[src/rtl/alu_divider_seq_if.sv]
// ---------------------------------------------------------------------------
// alu_divider_seq_if
// Handshake/data bundle for the sequential DIV unit that sits beside the ALU.
//   start        request, sampled by the divider only while busy=0
//   dividend     numerator   (DIVIDEND_W bits)
//   divisor      denominator (DIVISOR_W bits)
//   signed_op    two's complement request (only when ALU_DIV_SIGNED_EN is defined)
//   busy         division in progress
//   done         one-cycle completion pulse
//   quotient     registered quotient  (DIVIDEND_W bits)
//   remainder    registered remainder (DIVISOR_W bits)
//   div_by_zero  registered flag for the last completed operation
// master = requester side, slave = divider side.
// ---------------------------------------------------------------------------
interface alu_divider_seq_if #(
  parameter int DIVIDEND_W = 8,
  parameter int DIVISOR_W  = 4
);
  logic                  start;
  logic [DIVIDEND_W-1:0] dividend;
  logic [DIVISOR_W-1:0]  divisor;
`ifdef ALU_DIV_SIGNED_EN
  logic                  signed_op;
`endif
  logic                  busy;
  logic                  done;
  logic [DIVIDEND_W-1:0] quotient;
  logic [DIVISOR_W-1:0]  remainder;
  logic                  div_by_zero;

  modport master (
`ifdef ALU_DIV_SIGNED_EN
    output signed_op,
`endif
    output start, dividend, divisor,
    input  busy, done, quotient, remainder, div_by_zero
  );

  modport slave (
`ifdef ALU_DIV_SIGNED_EN
    input  signed_op,
`endif
    input  start, dividend, divisor,
    output busy, done, quotient, remainder, div_by_zero
  );
endinterface

[src/rtl/alu_divider_seq.sv]
// ---------------------------------------------------------------------------
// alu_divider_seq
// Sequential restoring divider, one quotient bit per clock. Inverse of the
// ALU 4x4 multiply: 8-bit dividend / 4-bit divisor -> 8-bit quotient and
// 4-bit remainder, with a start/busy/done handshake.
// Ports:
//   clk    rising-edge clock
//   rst_n  asynchronous active-low reset
//   bus    alu_divider_seq_if.slave (start, operands, busy, done, results)
// Optional feature: define ALU_DIV_SIGNED_EN to add bus.signed_op and
// two's complement division (truncation toward zero). Default build is
// unsigned only.
// ---------------------------------------------------------------------------
module alu_divider_seq #(
  parameter int DIVIDEND_W = 8,
  parameter int DIVISOR_W  = 4
) (
  input  logic              clk,
  input  logic              rst_n,
  alu_divider_seq_if.slave  bus
);

  localparam int CNT_W = (DIVIDEND_W > 1) ? $clog2(DIVIDEND_W) : 1;
  localparam logic [CNT_W-1:0] LAST_CNT = CNT_W'(DIVIDEND_W - 1);

  typedef enum logic [1:0] {
    S_IDLE = 2'd0,
    S_RUN  = 2'd1,
    S_ZERO = 2'd2
  } state_t;

  state_t                r_state;
  state_t                w_state_nxt;
  logic                  r_busy;
  logic                  r_done;
  logic                  r_dbz;
  logic [DIVIDEND_W-1:0] r_dq;        // unconsumed dividend bits above, quotient bits below
  logic [DIVIDEND_W-1:0] r_quotient;
  logic [DIVISOR_W-1:0]  r_divisor;
  logic [DIVISOR_W-1:0]  r_p;         // partial remainder, always < divisor between steps
  logic [DIVISOR_W-1:0]  r_remainder;
  logic [CNT_W-1:0]      r_cnt;

  logic                  w_last;
  logic                  w_qbit;
  logic [DIVISOR_W:0]    w_p_shift;
  logic [DIVISOR_W:0]    w_p_sub;
  logic [DIVISOR_W-1:0]  w_p_next;
  logic [DIVIDEND_W-1:0] w_q_raw;
  logic [DIVIDEND_W-1:0] w_q_final;
  logic [DIVISOR_W-1:0]  w_r_final;
  logic [DIVIDEND_W-1:0] w_dd_mag;
  logic [DIVISOR_W-1:0]  w_dv_mag;
`ifdef ALU_DIV_SIGNED_EN
  logic                  r_neg_q;
  logic                  r_neg_r;
  logic                  w_neg_q;
  logic                  w_neg_r;
`endif

  // Restoring step, operand magnitudes and final result formatting
  always_comb begin
    w_last    = (r_cnt == LAST_CNT);
    w_p_shift = {r_p, r_dq[DIVIDEND_W-1]};
    w_p_sub   = w_p_shift - {1'b0, r_divisor};
    // P' < 2*divisor, so the subtraction borrows exactly when P' < divisor
    w_qbit    = ~w_p_sub[DIVISOR_W];
    w_p_next  = w_qbit ? w_p_sub[DIVISOR_W-1:0] : w_p_shift[DIVISOR_W-1:0];
    w_q_raw   = {r_dq[DIVIDEND_W-2:0], w_qbit};
`ifdef ALU_DIV_SIGNED_EN
    w_dd_mag  = (bus.signed_op && bus.dividend[DIVIDEND_W-1]) ?
                (DIVIDEND_W'(0) - bus.dividend) : bus.dividend;
    w_dv_mag  = (bus.signed_op && bus.divisor[DIVISOR_W-1]) ?
                (DIVISOR_W'(0) - bus.divisor) : bus.divisor;
    w_neg_q   = bus.signed_op && (bus.dividend[DIVIDEND_W-1] ^ bus.divisor[DIVISOR_W-1]);
    w_neg_r   = bus.signed_op && bus.dividend[DIVIDEND_W-1];
    // -128/-1 needs no special case: 128/1 = 8'h80 with equal signs
    w_q_final = r_neg_q ? (DIVIDEND_W'(0) - w_q_raw) : w_q_raw;
    w_r_final = r_neg_r ? (DIVISOR_W'(0) - w_p_next) : w_p_next;
`else
    w_dd_mag  = bus.dividend;
    w_dv_mag  = bus.divisor;
    w_q_final = w_q_raw;
    w_r_final = w_p_next;
`endif
  end

  // Next-state logic
  always_comb begin
    w_state_nxt = r_state;
    case (r_state)
      S_IDLE: begin
        if (bus.start) begin
          w_state_nxt = (bus.divisor == {DIVISOR_W{1'b0}}) ? S_ZERO : S_RUN;
        end else begin
          w_state_nxt = S_IDLE;
        end
      end
      S_RUN: begin
        if (w_last) begin
          w_state_nxt = S_IDLE;
        end else begin
          w_state_nxt = S_RUN;
        end
      end
      S_ZERO:  w_state_nxt = S_IDLE;
      default: w_state_nxt = S_IDLE;
    endcase
  end

  // State register
  always_ff @(posedge clk or negedge rst_n) begin
    if (!rst_n) begin
      r_state <= S_IDLE;
    end else begin
      r_state <= w_state_nxt;
    end
  end

  // Operand capture, iteration datapath and registered outputs
  always_ff @(posedge clk or negedge rst_n) begin
    if (!rst_n) begin
      r_busy      <= 1'b0;
      r_done      <= 1'b0;
      r_dbz       <= 1'b0;
      r_dq        <= {DIVIDEND_W{1'b0}};
      r_quotient  <= {DIVIDEND_W{1'b0}};
      r_divisor   <= {DIVISOR_W{1'b0}};
      r_p         <= {DIVISOR_W{1'b0}};
      r_remainder <= {DIVISOR_W{1'b0}};
      r_cnt       <= {CNT_W{1'b0}};
`ifdef ALU_DIV_SIGNED_EN
      r_neg_q     <= 1'b0;
      r_neg_r     <= 1'b0;
`endif
    end else begin
      r_done <= 1'b0;
      case (r_state)
        S_IDLE: begin
          if (bus.start) begin
            r_dq      <= w_dd_mag;
            r_divisor <= w_dv_mag;
            r_p       <= {DIVISOR_W{1'b0}};
            r_cnt     <= {CNT_W{1'b0}};
            r_busy    <= 1'b1;
`ifdef ALU_DIV_SIGNED_EN
            r_neg_q   <= w_neg_q;
            r_neg_r   <= w_neg_r;
`endif
          end
        end
        S_RUN: begin
          r_p   <= w_p_next;
          r_dq  <= w_q_raw;
          r_cnt <= r_cnt + CNT_W'(1);
          if (w_last) begin
            r_quotient  <= w_q_final;
            r_remainder <= w_r_final;
            r_dbz       <= 1'b0;
            r_done      <= 1'b1;
            r_busy      <= 1'b0;
          end
        end
        S_ZERO: begin
          r_quotient  <= {DIVIDEND_W{1'b1}};
          r_remainder <= {DIVISOR_W{1'b0}};
          r_dbz       <= 1'b1;
          r_done      <= 1'b1;
          r_busy      <= 1'b0;
        end
        default: begin
          r_busy <= 1'b0;
        end
      endcase
    end
  end

  assign bus.busy        = r_busy;
  assign bus.done        = r_done;
  assign bus.quotient    = r_quotient;
  assign bus.remainder   = r_remainder;
  assign bus.div_by_zero = r_dbz;

endmodule

[src/flat_wrapper.sv]
// flat-port wrapper written by rule: the top's interface ports become plain ports
module alu_divider_seq_flat 
#(
  parameter int DIVIDEND_W = 8,
  parameter int DIVISOR_W  = 4
)
  (clk, rst_n, bus_start, bus_dividend, bus_divisor, bus_busy, bus_done, bus_quotient, bus_remainder, bus_div_by_zero);
  alu_divider_seq_if #(.DIVIDEND_W(DIVIDEND_W), .DIVISOR_W(DIVISOR_W)) bus_i ();
  input  logic clk;
  input  logic rst_n;
  input wire logic [$bits(bus_i.start)-1:0] bus_start;
  input wire logic [$bits(bus_i.dividend)-1:0] bus_dividend;
  input wire logic [$bits(bus_i.divisor)-1:0] bus_divisor;
  output wire logic [$bits(bus_i.busy)-1:0] bus_busy;
  output wire logic [$bits(bus_i.done)-1:0] bus_done;
  output wire logic [$bits(bus_i.quotient)-1:0] bus_quotient;
  output wire logic [$bits(bus_i.remainder)-1:0] bus_remainder;
  output wire logic [$bits(bus_i.div_by_zero)-1:0] bus_div_by_zero;
  assign bus_i.start = bus_start;
  assign bus_i.dividend = bus_dividend;
  assign bus_i.divisor = bus_divisor;
  assign bus_busy = bus_i.busy;
  assign bus_done = bus_i.done;
  assign bus_quotient = bus_i.quotient;
  assign bus_remainder = bus_i.remainder;
  assign bus_div_by_zero = bus_i.div_by_zero;
  alu_divider_seq #(.DIVIDEND_W(DIVIDEND_W), .DIVISOR_W(DIVISOR_W)) u_core (.clk(clk), .rst_n(rst_n), .bus(bus_i));
endmodule
[config.mk]
export PLATFORM = sky130hd
export DESIGN_NAME = alu_divider_seq_flat
export DESIGN_NICKNAME = d
export VERILOG_FILES = /design/src/rtl/alu_divider_seq_if.sv /design/src/rtl/alu_divider_seq.sv /design/src/flat_wrapper.sv
export SDC_FILE = /design/constraint.sdc
export NUM_CORES = 1
export LEC_CHECK = 0
export CORE_UTILIZATION = 27
export DETAILED_ROUTE_END_ITERATION = 10
export SKIP_LAST_GASP = 1
export SYNTH_ARGS = -nofsm -noshare
export SYNTH_HDL_FRONTEND = slang
export SYNTH_SLANG_ARGS = --single-unit
[constraint.sdc]
create_clock -name clk -period 3.8 [get_ports clk]
set_input_delay 0.38 -clock clk [delete_from_list [all_inputs] [get_ports clk]]
set_output_delay 0.38 -clock clk [all_outputs]
set_load 0.03 [all_outputs]
==> out/qor.yml <==
die_y_um: 82.7
met3_usage_pct: 2.97
grt_overflow: 0
p_seq_share_pct: 33.3
power_density_mw_per_mm2: 902
place.gp.congestion: 0.705
drtIter0Drc: 97
avgSynthCellArea_um2: 10.3
path_cells: "inv_1 > ha_1 > fa_1 > nand2b_1 > a21oi_2 > xor2_4 > mux2_4 > o21ai_0"
max_freq_mhz: 433
grt_use_total_pct: 11.3
dieArea_mm2: 0.00685
yosys.area.top_type: "dfrtp_1"
drtPass1Iterations: 7
met1_usage_pct: 16.7
grt_pass1_vias: 1112
clk_pin_slew_ns: 0.07
final_cell_mix: "dfrtp_1, clkdlybuf4s50_1, nand2_1"
p_int_mw: 1.17
power_switching_mw: 0.828
whs_ns: 0.488
power.share.switching_pct: 41.3
tritoncts: "built"
post_cts_buffers: 0
synth_flop_cell: "dfrtp_1"
design_area_mm2: 0.00222
rows: 29
placed_cell_area_mm2: 0.00213
finalHoldViolations: 0
yosysWarnings: 0
critPathKind: "reg2reg"
viasPerCell: 4.57
cp_max_fo: 6
synth_area_mm2: 0.00176
ant_nets: 0
cts_root_buf: "clkbuf_8"
cp.arrival_ns: 2.50
finalSetupViolCount: 0
synth_area_leaders: "dfrtp_1, ha_1, mux2i_1"
fp.dieW_um: 82.7
pwr-share-comb_pct: 52.8
holdBufCountCts: 0
failed_checks: "DRC"
slew_headroom_pct: 35.7
cts_resized: 0
grt_start_max_net_pins: 37
finalNetCount: 226
dpl.cell_count: 271
clock_skew_ns: 0.00713
clockBufferDepth: 2
maxSlewViolCount: 0
area_delta_synth_final_pct: 26.0
final_common_cell: "dfrtp_1"
worst_ep_required_time_ns: 4.00
vdd_ir_drop_max_mv: 0.295
worst_pin_slew_ns: 0.960
htree_num_levels: 2
synthDistinctLibCells: 26
io_pins: 30
yosysTopAreaCellShare_pct: 51.2
grt-busiest-layer: "met1"
wire_per_inst_um: 12.6
fin_cells: 279
power_frac_clock_pct: 13.9
worstSkewPairLatency_ns: 0.28
status: "finished, violations left"
ys_ff_latch: 36
grt_pass1_wl_um: 5690
postSynthCellCount: 171
cp_slowest_stage_delay_ns: 0.40
grt_setup_unrepaired: "no"
cp_top_family: "adder cells"
cpMaxStageDelayCell: "fa_1"
cts_sinks: 36
synth_edf_count: 0
utilization_pct: 35.1
cts_inserted_buffers: 5
dp_hpwl_um: 2560
drc_errors: 2
multi_input_area_um2: 796
regArea_um2: 901
cap_violations: 0
min_path_type: "reg2reg"
leakage_nw: 0.983
start_util_pct: 27.9
syn_nets: 196
vias: 1275
diodes: 0
cp-start-kind: "flip-flop"
fin_tns_setup_ns: 0
period_needed_ns: 2.31
finalCritPeriodShare_pct: 60.8
grt.met2_usage_pct: 15.5
io_buffer_count: 29
drive_gt1_share_pct: 8.91
drt_wl_total_um: 3530
antenna_found_initial: 0
nFillCells: 657
ys_seq_area_share_pct: 51.2
ys_async_sr_fraction_pct: 100
worst-path-buf-inv: 1
cp-end-kind: "flip-flop"
core_area_mm2: 0.00631
==> worst min-delay path, cell delays in order (launching register included) <==
cell and delay [ns]:
dfrtp_1 0.35, nand2_1 0.05, o21ai_0 0.06
==> sequential cells by signal, summed over array words and instances, names as in the netlist <==
signal and cells:
u_core.r_dq 8, u_core.bus.done 1, u_core.bus.remainder 4, u_core.r_divisor 4, u_core.r_state 2, u_core.r_cnt 3
u_core.bus.quotient 8, u_core.r_p 4, u_core.bus.busy 1, u_core.bus.div_by_zero 1
==> power groups by stage <==
| stage | registers [mW] | logic [mW] | clock network (mW) |
|---|---|---|---|
| 6_report | 0.666 | 1.06 | 0.278 |
| 5_1_grt | 0.688 | 1.18 | 0.305 |
| 4_1_cts | 0.668 | 1.07 | 0.285 |
| 3_5_place_dp | 0.675 | 1.07 | 0 |
| 3_3_place_gp | 0.673 | 1.05 | 0 |
| 2_1_floorplan | 0.755 | 0.689 | 0 |
==> metal layers <==
metal | vias to the layer above | share of wire [%]
met5 | - | 0
met4 | 0 | 0
met3 | 0 | 2.9
met2 | 20 | 47
met1 | 608 | 50
li1 | 647 | -
==> logic make-up after synthesis <==
group                    after synthesis  share of synthesized area, %
adder cells (fa/ha/maj)               10                          7.53
flip-flops                            36                          51.2
buffers and inverters                 16                          3.62
AO/OA/AOI/OAI                         45                          13.9
XOR/XNOR                               3                          2.56
multiplexers                          17                          10.5
AND/OR/NAND/NOR                       44                          10.7
==> Yosys cell counts, types with 2 or more instances <==
library cell / number
o21ai_1: 4
mux2i_1: 11
inv_1: 8
mux2_4: 2
nand2_1: 23
nand2b_1: 4
a21oi_1: 13
buf_2: 3
ha_1: 9
clkbuf_1: 5
mux2_2: 4
o22ai_1: 7
nor2_1: 12
o21ai_0: 19
dfrtp_1: 36
==> final timing paths <==
kind | from | end | slack, ns | cells past startpoint
setup / recovery | u_core.r_dq[7]$_DFFE_PN0P_ | u_core.r_p[1]$_DFFE_PN0P_ | 1.49 | 8
hold / removal | u_core.r_cnt[1]$_DFFE_PN0P_ | u_core.r_cnt[1]$_DFFE_PN0P_ | 0.49 | 2
setup reg to reg | u_core.r_dq[7]$_DFFE_PN0P_ | u_core.r_p[1]$_DFFE_PN0P_ | 1.49 | 8
hold reg to reg | u_core.r_cnt[1]$_DFFE_PN0P_ | u_core.r_cnt[1]$_DFFE_PN0P_ | 0.49 | 2
max in group asynchronous | rst_n | u_core.bus.remainder[1]$_DFFE_PN0P_ | 2.96 | 2
min in group asynchronous | rst_n | u_core.bus.quotient[5]$_DFFE_PN0P_ | 0.51 | 2
==> metrics by stage <==
step | setup WS (ns) | total power, mW
finish | 1.49 | 2.00
global route | 1.35 | 2.17
CTS | 1.46 | 2.03
detailed placement | 1.49 | 1.74
global placement | 1.53 | 1.72
floorplan | 1.70 | 1.44
==> area by class of cell <==
cell class	instances	area share (%)
multi-input combinational	119	35.9
inverter	8	1.35
sequential	36	40.6
timing repair buffer	31	13.8
clock buffer	8	4.06
tap	77	4.34
No activity file was read; power rests on OpenSTA's default activity.
